`src/rtl/cacheline_arbiter_if.sv`:
```
// Cacheline port bundle between the three requesters, the arbiter and main memory.
// The arbiter takes the slave view; requesters plus memory together form the master view.
interface cacheline_arbiter_if;
  logic         icache_pmem_read;
  logic [31:0]  icache_pmem_address;
  logic         icache_pmem_resp;

  logic         dcache_pmem_read;
  logic         dcache_pmem_write;
  logic [31:0]  dcache_pmem_address;
  logic [255:0] dcache_pmem_wdata_256;
  logic         dcache_pmem_resp;

  logic         pref_pmem_read;
  logic [31:0]  pref_pmem_address;
  logic         pref_pmem_resp;

  logic [255:0] pmem_rdata_256_out;
  logic         arbiter_idle;

  logic         pmem_read;
  logic         pmem_write;
  logic [31:0]  pmem_address;
  logic [255:0] pmem_wdata_256;
  logic         pmem_resp;
  logic [255:0] pmem_rdata_256;

  modport slave (
    input  icache_pmem_read, icache_pmem_address,
    input  dcache_pmem_read, dcache_pmem_write, dcache_pmem_address, dcache_pmem_wdata_256,
    input  pref_pmem_read, pref_pmem_address,
    input  pmem_resp, pmem_rdata_256,
    output icache_pmem_resp, dcache_pmem_resp, pref_pmem_resp,
    output pmem_rdata_256_out, arbiter_idle,
    output pmem_read, pmem_write, pmem_address, pmem_wdata_256
  );

  modport master (
    output icache_pmem_read, icache_pmem_address,
    output dcache_pmem_read, dcache_pmem_write, dcache_pmem_address, dcache_pmem_wdata_256,
    output pref_pmem_read, pref_pmem_address,
    output pmem_resp, pmem_rdata_256,
    input  icache_pmem_resp, dcache_pmem_resp, pref_pmem_resp,
    input  pmem_rdata_256_out, arbiter_idle,
    input  pmem_read, pmem_write, pmem_address, pmem_wdata_256
  );
endinterface

```
`src/rtl/cacheline_arbiter.sv`:
```
// Shares the 256-bit cacheline memory port between I-cache, D-cache and prefetcher.
// Caches alternate round-robin; the prefetcher only gets cycles the caches leave idle.
module cacheline_arbiter (
  input  logic               clk,
  input  logic               rst,
  cacheline_arbiter_if.slave bus
);

  typedef enum logic {
    IDLE,
    BUSY
  } state_e;

  typedef enum logic [1:0] {
    OWN_ICACHE = 2'd0,
    OWN_DCACHE = 2'd1,
    OWN_PREF   = 2'd2
  } owner_e;

  localparam logic [31:0] LINE_MASK = 32'hFFFF_FFE0;

  state_e       state_q, state_d;
  owner_e       owner_q, owner_d;
  logic         rr_q, rr_d;
  logic         write_q, write_d;
  logic [31:0]  addr_q, addr_d;
  logic [255:0] wdata_q, wdata_d;

  logic icache_req;
  logic dcache_req;
  logic grant_dcache;
  logic icache_resp;
  logic dcache_resp;
  logic pref_resp;

  assign icache_req = bus.icache_pmem_read;
  assign dcache_req = bus.dcache_pmem_read | bus.dcache_pmem_write;

  always_ff @(posedge clk) begin
    if (rst) begin
      state_q <= IDLE;
      owner_q <= OWN_ICACHE;
      rr_q    <= 1'b0;
      write_q <= 1'b0;
      addr_q  <= '0;
      wdata_q <= '0;
    end else begin
      state_q <= state_d;
      owner_q <= owner_d;
      rr_q    <= rr_d;
      write_q <= write_d;
      addr_q  <= addr_d;
      wdata_q <= wdata_d;
    end
  end

  // rr_q low prefers the D-cache; after any cache grant it points at the other cache.
  always_comb begin
    state_d      = state_q;
    owner_d      = owner_q;
    rr_d         = rr_q;
    write_d      = write_q;
    addr_d       = addr_q;
    wdata_d      = wdata_q;
    grant_dcache = 1'b0;
    icache_resp  = 1'b0;
    dcache_resp  = 1'b0;
    pref_resp    = 1'b0;

    case (state_q)
      IDLE: begin
        if (icache_req || dcache_req) begin
          grant_dcache = dcache_req && (!icache_req || !rr_q);
          rr_d         = grant_dcache;
          state_d      = BUSY;
          if (grant_dcache) begin
            owner_d = OWN_DCACHE;
            write_d = bus.dcache_pmem_write;
            addr_d  = bus.dcache_pmem_address & LINE_MASK;
            wdata_d = bus.dcache_pmem_write ? bus.dcache_pmem_wdata_256 : '0;
          end else begin
            owner_d = OWN_ICACHE;
            write_d = 1'b0;
            addr_d  = bus.icache_pmem_address & LINE_MASK;
            wdata_d = '0;
          end
        end else if (bus.pref_pmem_read) begin
          state_d = BUSY;
          owner_d = OWN_PREF;
          write_d = 1'b0;
          addr_d  = bus.pref_pmem_address & LINE_MASK;
          wdata_d = '0;
        end
      end

      BUSY: begin
        if (bus.pmem_resp) begin
          state_d = IDLE;
          // A completion arriving during reset belongs to an abandoned transaction.
          if (!rst) begin
            case (owner_q)
              OWN_ICACHE: icache_resp = 1'b1;
              OWN_DCACHE: dcache_resp = 1'b1;
              OWN_PREF:   pref_resp   = 1'b1;
              default:    ;
            endcase
          end
        end
      end

      default: state_d = IDLE;
    endcase
  end

  assign bus.icache_pmem_resp   = icache_resp;
  assign bus.dcache_pmem_resp   = dcache_resp;
  assign bus.pref_pmem_resp     = pref_resp;

  assign bus.pmem_read          = (state_q == BUSY) && !write_q;
  assign bus.pmem_write         = (state_q == BUSY) && write_q;
  assign bus.pmem_address       = addr_q;
  assign bus.pmem_wdata_256     = wdata_q;
  assign bus.pmem_rdata_256_out = bus.pmem_rdata_256;
  assign bus.arbiter_idle       = (state_q == IDLE) && !icache_req && !dcache_req;

endmodule

```
`src/flat_wrapper.sv`:
```
// flat-port wrapper written by rule: the top's interface ports become plain ports
module cacheline_arbiter_flat 
  (clk, rst, bus_icache_pmem_read, bus_icache_pmem_address, bus_dcache_pmem_read, bus_dcache_pmem_write, bus_dcache_pmem_address, bus_dcache_pmem_wdata_256, bus_pref_pmem_read, bus_pref_pmem_address, bus_pmem_resp, bus_pmem_rdata_256, bus_icache_pmem_resp, bus_dcache_pmem_resp, bus_pref_pmem_resp, bus_pmem_rdata_256_out, bus_arbiter_idle, bus_pmem_read, bus_pmem_write, bus_pmem_address, bus_pmem_wdata_256);
  cacheline_arbiter_if bus_i ();
  input  logic clk;
  input  logic rst;
  input wire logic [$bits(bus_i.icache_pmem_read)-1:0] bus_icache_pmem_read;
  input wire logic [$bits(bus_i.icache_pmem_address)-1:0] bus_icache_pmem_address;
  input wire logic [$bits(bus_i.dcache_pmem_read)-1:0] bus_dcache_pmem_read;
  input wire logic [$bits(bus_i.dcache_pmem_write)-1:0] bus_dcache_pmem_write;
  input wire logic [$bits(bus_i.dcache_pmem_address)-1:0] bus_dcache_pmem_address;
  input wire logic [$bits(bus_i.dcache_pmem_wdata_256)-1:0] bus_dcache_pmem_wdata_256;
  input wire logic [$bits(bus_i.pref_pmem_read)-1:0] bus_pref_pmem_read;
  input wire logic [$bits(bus_i.pref_pmem_address)-1:0] bus_pref_pmem_address;
  input wire logic [$bits(bus_i.pmem_resp)-1:0] bus_pmem_resp;
  input wire logic [$bits(bus_i.pmem_rdata_256)-1:0] bus_pmem_rdata_256;
  output wire logic [$bits(bus_i.icache_pmem_resp)-1:0] bus_icache_pmem_resp;
  output wire logic [$bits(bus_i.dcache_pmem_resp)-1:0] bus_dcache_pmem_resp;
  output wire logic [$bits(bus_i.pref_pmem_resp)-1:0] bus_pref_pmem_resp;
  output wire logic [$bits(bus_i.pmem_rdata_256_out)-1:0] bus_pmem_rdata_256_out;
  output wire logic [$bits(bus_i.arbiter_idle)-1:0] bus_arbiter_idle;
  output wire logic [$bits(bus_i.pmem_read)-1:0] bus_pmem_read;
  output wire logic [$bits(bus_i.pmem_write)-1:0] bus_pmem_write;
  output wire logic [$bits(bus_i.pmem_address)-1:0] bus_pmem_address;
  output wire logic [$bits(bus_i.pmem_wdata_256)-1:0] bus_pmem_wdata_256;
  assign bus_i.icache_pmem_read = bus_icache_pmem_read;
  assign bus_i.icache_pmem_address = bus_icache_pmem_address;
  assign bus_i.dcache_pmem_read = bus_dcache_pmem_read;
  assign bus_i.dcache_pmem_write = bus_dcache_pmem_write;
  assign bus_i.dcache_pmem_address = bus_dcache_pmem_address;
  assign bus_i.dcache_pmem_wdata_256 = bus_dcache_pmem_wdata_256;
  assign bus_i.pref_pmem_read = bus_pref_pmem_read;
  assign bus_i.pref_pmem_address = bus_pref_pmem_address;
  assign bus_i.pmem_resp = bus_pmem_resp;
  assign bus_i.pmem_rdata_256 = bus_pmem_rdata_256;
  assign bus_icache_pmem_resp = bus_i.icache_pmem_resp;
  assign bus_dcache_pmem_resp = bus_i.dcache_pmem_resp;
  assign bus_pref_pmem_resp = bus_i.pref_pmem_resp;
  assign bus_pmem_rdata_256_out = bus_i.pmem_rdata_256_out;
  assign bus_arbiter_idle = bus_i.arbiter_idle;
  assign bus_pmem_read = bus_i.pmem_read;
  assign bus_pmem_write = bus_i.pmem_write;
  assign bus_pmem_address = bus_i.pmem_address;
  assign bus_pmem_wdata_256 = bus_i.pmem_wdata_256;
  cacheline_arbiter u_core (.clk(clk), .rst(rst), .bus(bus_i));
endmodule
```
`config.mk`:
```
export PLATFORM = sky130hd
export DESIGN_NAME = cacheline_arbiter_flat
export DESIGN_NICKNAME = d
export VERILOG_FILES = /design/src/rtl/cacheline_arbiter_if.sv /design/src/rtl/cacheline_arbiter.sv /design/src/flat_wrapper.sv
export SDC_FILE = /design/constraint.sdc
export NUM_CORES = 1
export LEC_CHECK = 0
export ABC_AREA = 1
export BUFFER_PORTS_ARGS = -buffer_cell sky130_fd_sc_hd__buf_2
export CAP_MARGIN = 30
export CELL_PAD_IN_SITES_DETAIL_PLACEMENT = 0
export CELL_PAD_IN_SITES_GLOBAL_PLACEMENT = 1
export CORE_AREA = 3 3 447 449
export DETAILED_ROUTE_END_ITERATION = 7
export DIE_AREA = 0 0 450 452
export PLACE_DENSITY = 0.32
export SYNTH_ARGS = -nofsm -noshare
export SYNTH_HDL_FRONTEND = slang
export SYNTH_SLANG_ARGS = --single-unit
```
`constraint.sdc`:
```
create_clock -name clk -period 1.51 [get_ports clk]
set_input_delay 0.0755 -clock clk [delete_from_list [all_inputs] [get_ports clk]]
set_output_delay 0.0755 -clock clk [all_outputs]
set_load 0.02 [all_outputs]
```
==> impl_metrics.env <==
export IMPL_status="complete, but fails checks"
export IMPL_violations="setup timing"
export IMPL_track_usage=0.09288
export IMPL_holdCritPathClass="primary input to flop"
export IMPL_crit_type="flop to output pin"
export IMPL_vias_per_cell=2.883
export IMPL_crit_arrival_ns=1.66
export IMPL_grt_pass1_wl_mm=132.2
export IMPL_yosysUniqueCellTypes=17
export IMPL_ant_nets=0
export IMPL_synth_mux_area_frac=0
export IMPL_drtIter0Drc=563
export IMPL_gp_congestion=0.7588
export IMPL_postSynthCellCount=1789
export IMPL_cts_tree="yes"
export IMPL_cts_sinks=288
export IMPL_core_area_um2=196600
export IMPL_fin_crit_sh=1.147
export IMPL_synth_area_um2=13340
export IMPL_power_density_nw_per_um2=1022
export IMPL_fill_cells=22760
export IMPL_finClkSkew_ns=0.08538
export IMPL_hold_viol=0
export IMPL_ys_seq_area_frac=0.4321
export IMPL_fmax_mhz=577.6
export IMPL_synthAdderAreaFrac=0
export IMPL_vias=15370
export IMPL_drc_errors=0
export IMPL_clk_pin_slew_worst_paths_ns=0.06
export IMPL_grt_overflow=0
export IMPL_die_y_um=452
export IMPL_dieWidth_um=450
export IMPL_drive_above_1_share=0.4860
export IMPL_utilization=0.1421
export IMPL_ios=1165
export IMPL_cts_hold_buf=340
export IMPL_final_cell_mix="622 x buf_2, 340 x dlygate4sd3_1, 278 x dfxtp_1"
export IMPL_port_buffers=632
export IMPL_grt_antenna_before_repair=12
export IMPL_synth_top_family_by_area="simple AND/OR/NAND/NOR gates"
export IMPL_synth_seq_cells=288
export IMPL_required_ns=1.43
export IMPL_layout_commonest_cell="buf_2"
export IMPL_worst_slew_pin_slew_ns=0.6741
export IMPL_dp_cells=4787
export IMPL_ir_worst_vdd_v=0.0007254
export IMPL_wl_per_cell_um=18.89
export IMPL_dieArea_um2=203400
export IMPL_p_leak_uw=0.01145
export IMPL_yosys_area_share_xor_xnor=0
export IMPL_drv_slew=0
export IMPL_hpwl_mm=69.87
export IMPL_cts_root_buffer_cell="clkbuf_16"
export IMPL_num_nets_final=3261
export IMPL_drt_pass1_iterations=4
export IMPL_crit_path_end_kind="output pin"
export IMPL_clock_path_buffers=3
export IMPL_cp_start_kind="flop"
export IMPL_ctsHtreeMaxLevel=2
export IMPL_rsz0062_at_grt="yes"
export IMPL_start_util=0.06787
export IMPL_fin_crit_ns=1.731
export IMPL_clock_latency_ns=0.67
export IMPL_fin_hold_ws_ns=0.01538
export IMPL_grt_max_degree=82
export IMPL_fin_cells=5329
export IMPL_synthSimpleGateAreaFrac=0.2386
export IMPL_yosys_warnings=0
export IMPL_routed_wl_mm=100.7
export IMPL_area_growth_pct=109.3
export IMPL_slew_headroom=0.5506
export IMPL_syn_avg_cell_area_um2=7.458
export IMPL_setup_slack_ns=-0.2214
export IMPL_setup_violations=185
export IMPL_maxCapViolations=0
export IMPL_critPathMaxFanout=3
export IMPL_cts_made_buffers=46
export IMPL_synth_compound_area_frac=0.1088
export IMPL_rows=163
export IMPL_grt_pass1_vias=16150
-- state kept, by name, summed over array words and instances (netlist names) --
register	count
u_core.rr_q	1
u_core.write_q	1
u_core.bus.pmem_wdata_256	256
u_core.bus.pmem_address	27
u_core.owner_q	2
u_core.state_q	1
-- synthesized netlist by cell type --
cell type | number | area [um^2]
a21oi_2 | 1 | 8.760
nand2_2 | 1 | 6.260
buf_1 | 2 | 7.510
clkbuf_1 | 41 | 153.9
nor2_1 | 58 | 217.7
nand3_1 | 286 | 1431
a21oi_1 | 287 | 1436
o22ai_1 | 1 | 6.260
inv_2 | 2 | 7.510
nand2_1 | 349 | 1310
conb_1 | 1 | 3.750
nor3_1 | 3 | 15.01
buf_4 | 267 | 2004
inv_1 | 88 | 330.3
nand3b_1 | 27 | 202.7
buf_2 | 87 | 435.4
dfxtp_1 | 288 | 5766
-- metrics by stage --
stage | total power [uW] | setup slack, ns | cell area (um^2) | TNS (ns)
finish | 28560 | -0.2214 | 27930 | -6.932
global route | 30160 | -0.3330 | 27930 | -25.36
CTS | 28600 | -0.3850 | 25920 | -30.61
detailed placement | 13380 | -0.1520 | 18550 | -22.17
global placement | 13380 | -0.1375 | 18550 | -16.49
floorplan | 11700 | 0.3409 | 13360 | 0
-- worst paths after layout --
| path | endpoint | depth (start not counted) | from | slack [ns] |
|---|---|---|---|---|
| setup / recovery | bus_pref_pmem_resp | 5 | u_core.state_q | -0.22 |
| hold / removal | u_core.rr_q | 6 | bus_dcache_pmem_read | 0.02 |
| setup reg to reg | u_core.bus.pmem_wdata_256[214] | 9 | u_core.state_q | -0.13 |
| hold reg to reg | u_core.bus.pmem_wdata_256[204] | 2 | u_core.bus.pmem_wdata_256[204] | 0.46 |
-- cell type report --
type                       instances  area (um^2)  share of cell area
clock buffer                      65         1303             0.04663
multi-input combinational       1019         6384              0.2285
antenna                            6        15.01           0.0005375
clock inverter                    20        325.3             0.01165
sequential                       288         5778              0.2069
timing repair inverter             2        38.79            0.001389
timing repair buffer            1199        10410              0.3728
tap                             2640         3303              0.1183
inverter                          90        371.6             0.01330
-- cell families (layout without fill, tap and decap cells) --
logic type / count (synthesis) / after routing
other cells: 1 / 11
simple gates: 724 / 725
compound gates: 289 / 289
buf+inv: 487 / 1376
flops: 288 / 288
-- critical path: stages (launching register included) --
cell     delay, ns
dfxtp_2       0.34
buf_6         0.10
nand3_4       0.09
nor3_4        0.18
buf_6         0.15
buf_6         0.12
-- routing by layer --
layer / part of all wire / vias to the layer above / GRT usage
met4: 0.037 / 6 / 0.03642
met2: 0.49 / 558 / 0.1580
met1: 0.38 / 7256 / 0.1023
met5: 0.0028 / - / 0.009562
li1: - / 7326 / -
met3: 0.088 / 220 / 0.03756
-- report_power, final --
group	total, uW	leakage [uW]	switching [uW]	internal, uW
registers	8390	0.00236	313	8080
clock network	12000	0.000778	4870	7110
logic	8190	0.00832	4280	3910
total	28600	0.0115	9460	19100
-- repair_timing --
item | 4_1_cts | 5_1_grt
gates cloned | 36 | 18
pin swaps | 28 | 119
resized for setup | 243 | 420
endpoints found under the hold margin | 288 | 1
endpoints found under the setup margin | 105 | 291
buffers inserted | 46 | 33
Note: power is estimated with default switching activity, not from simulation.
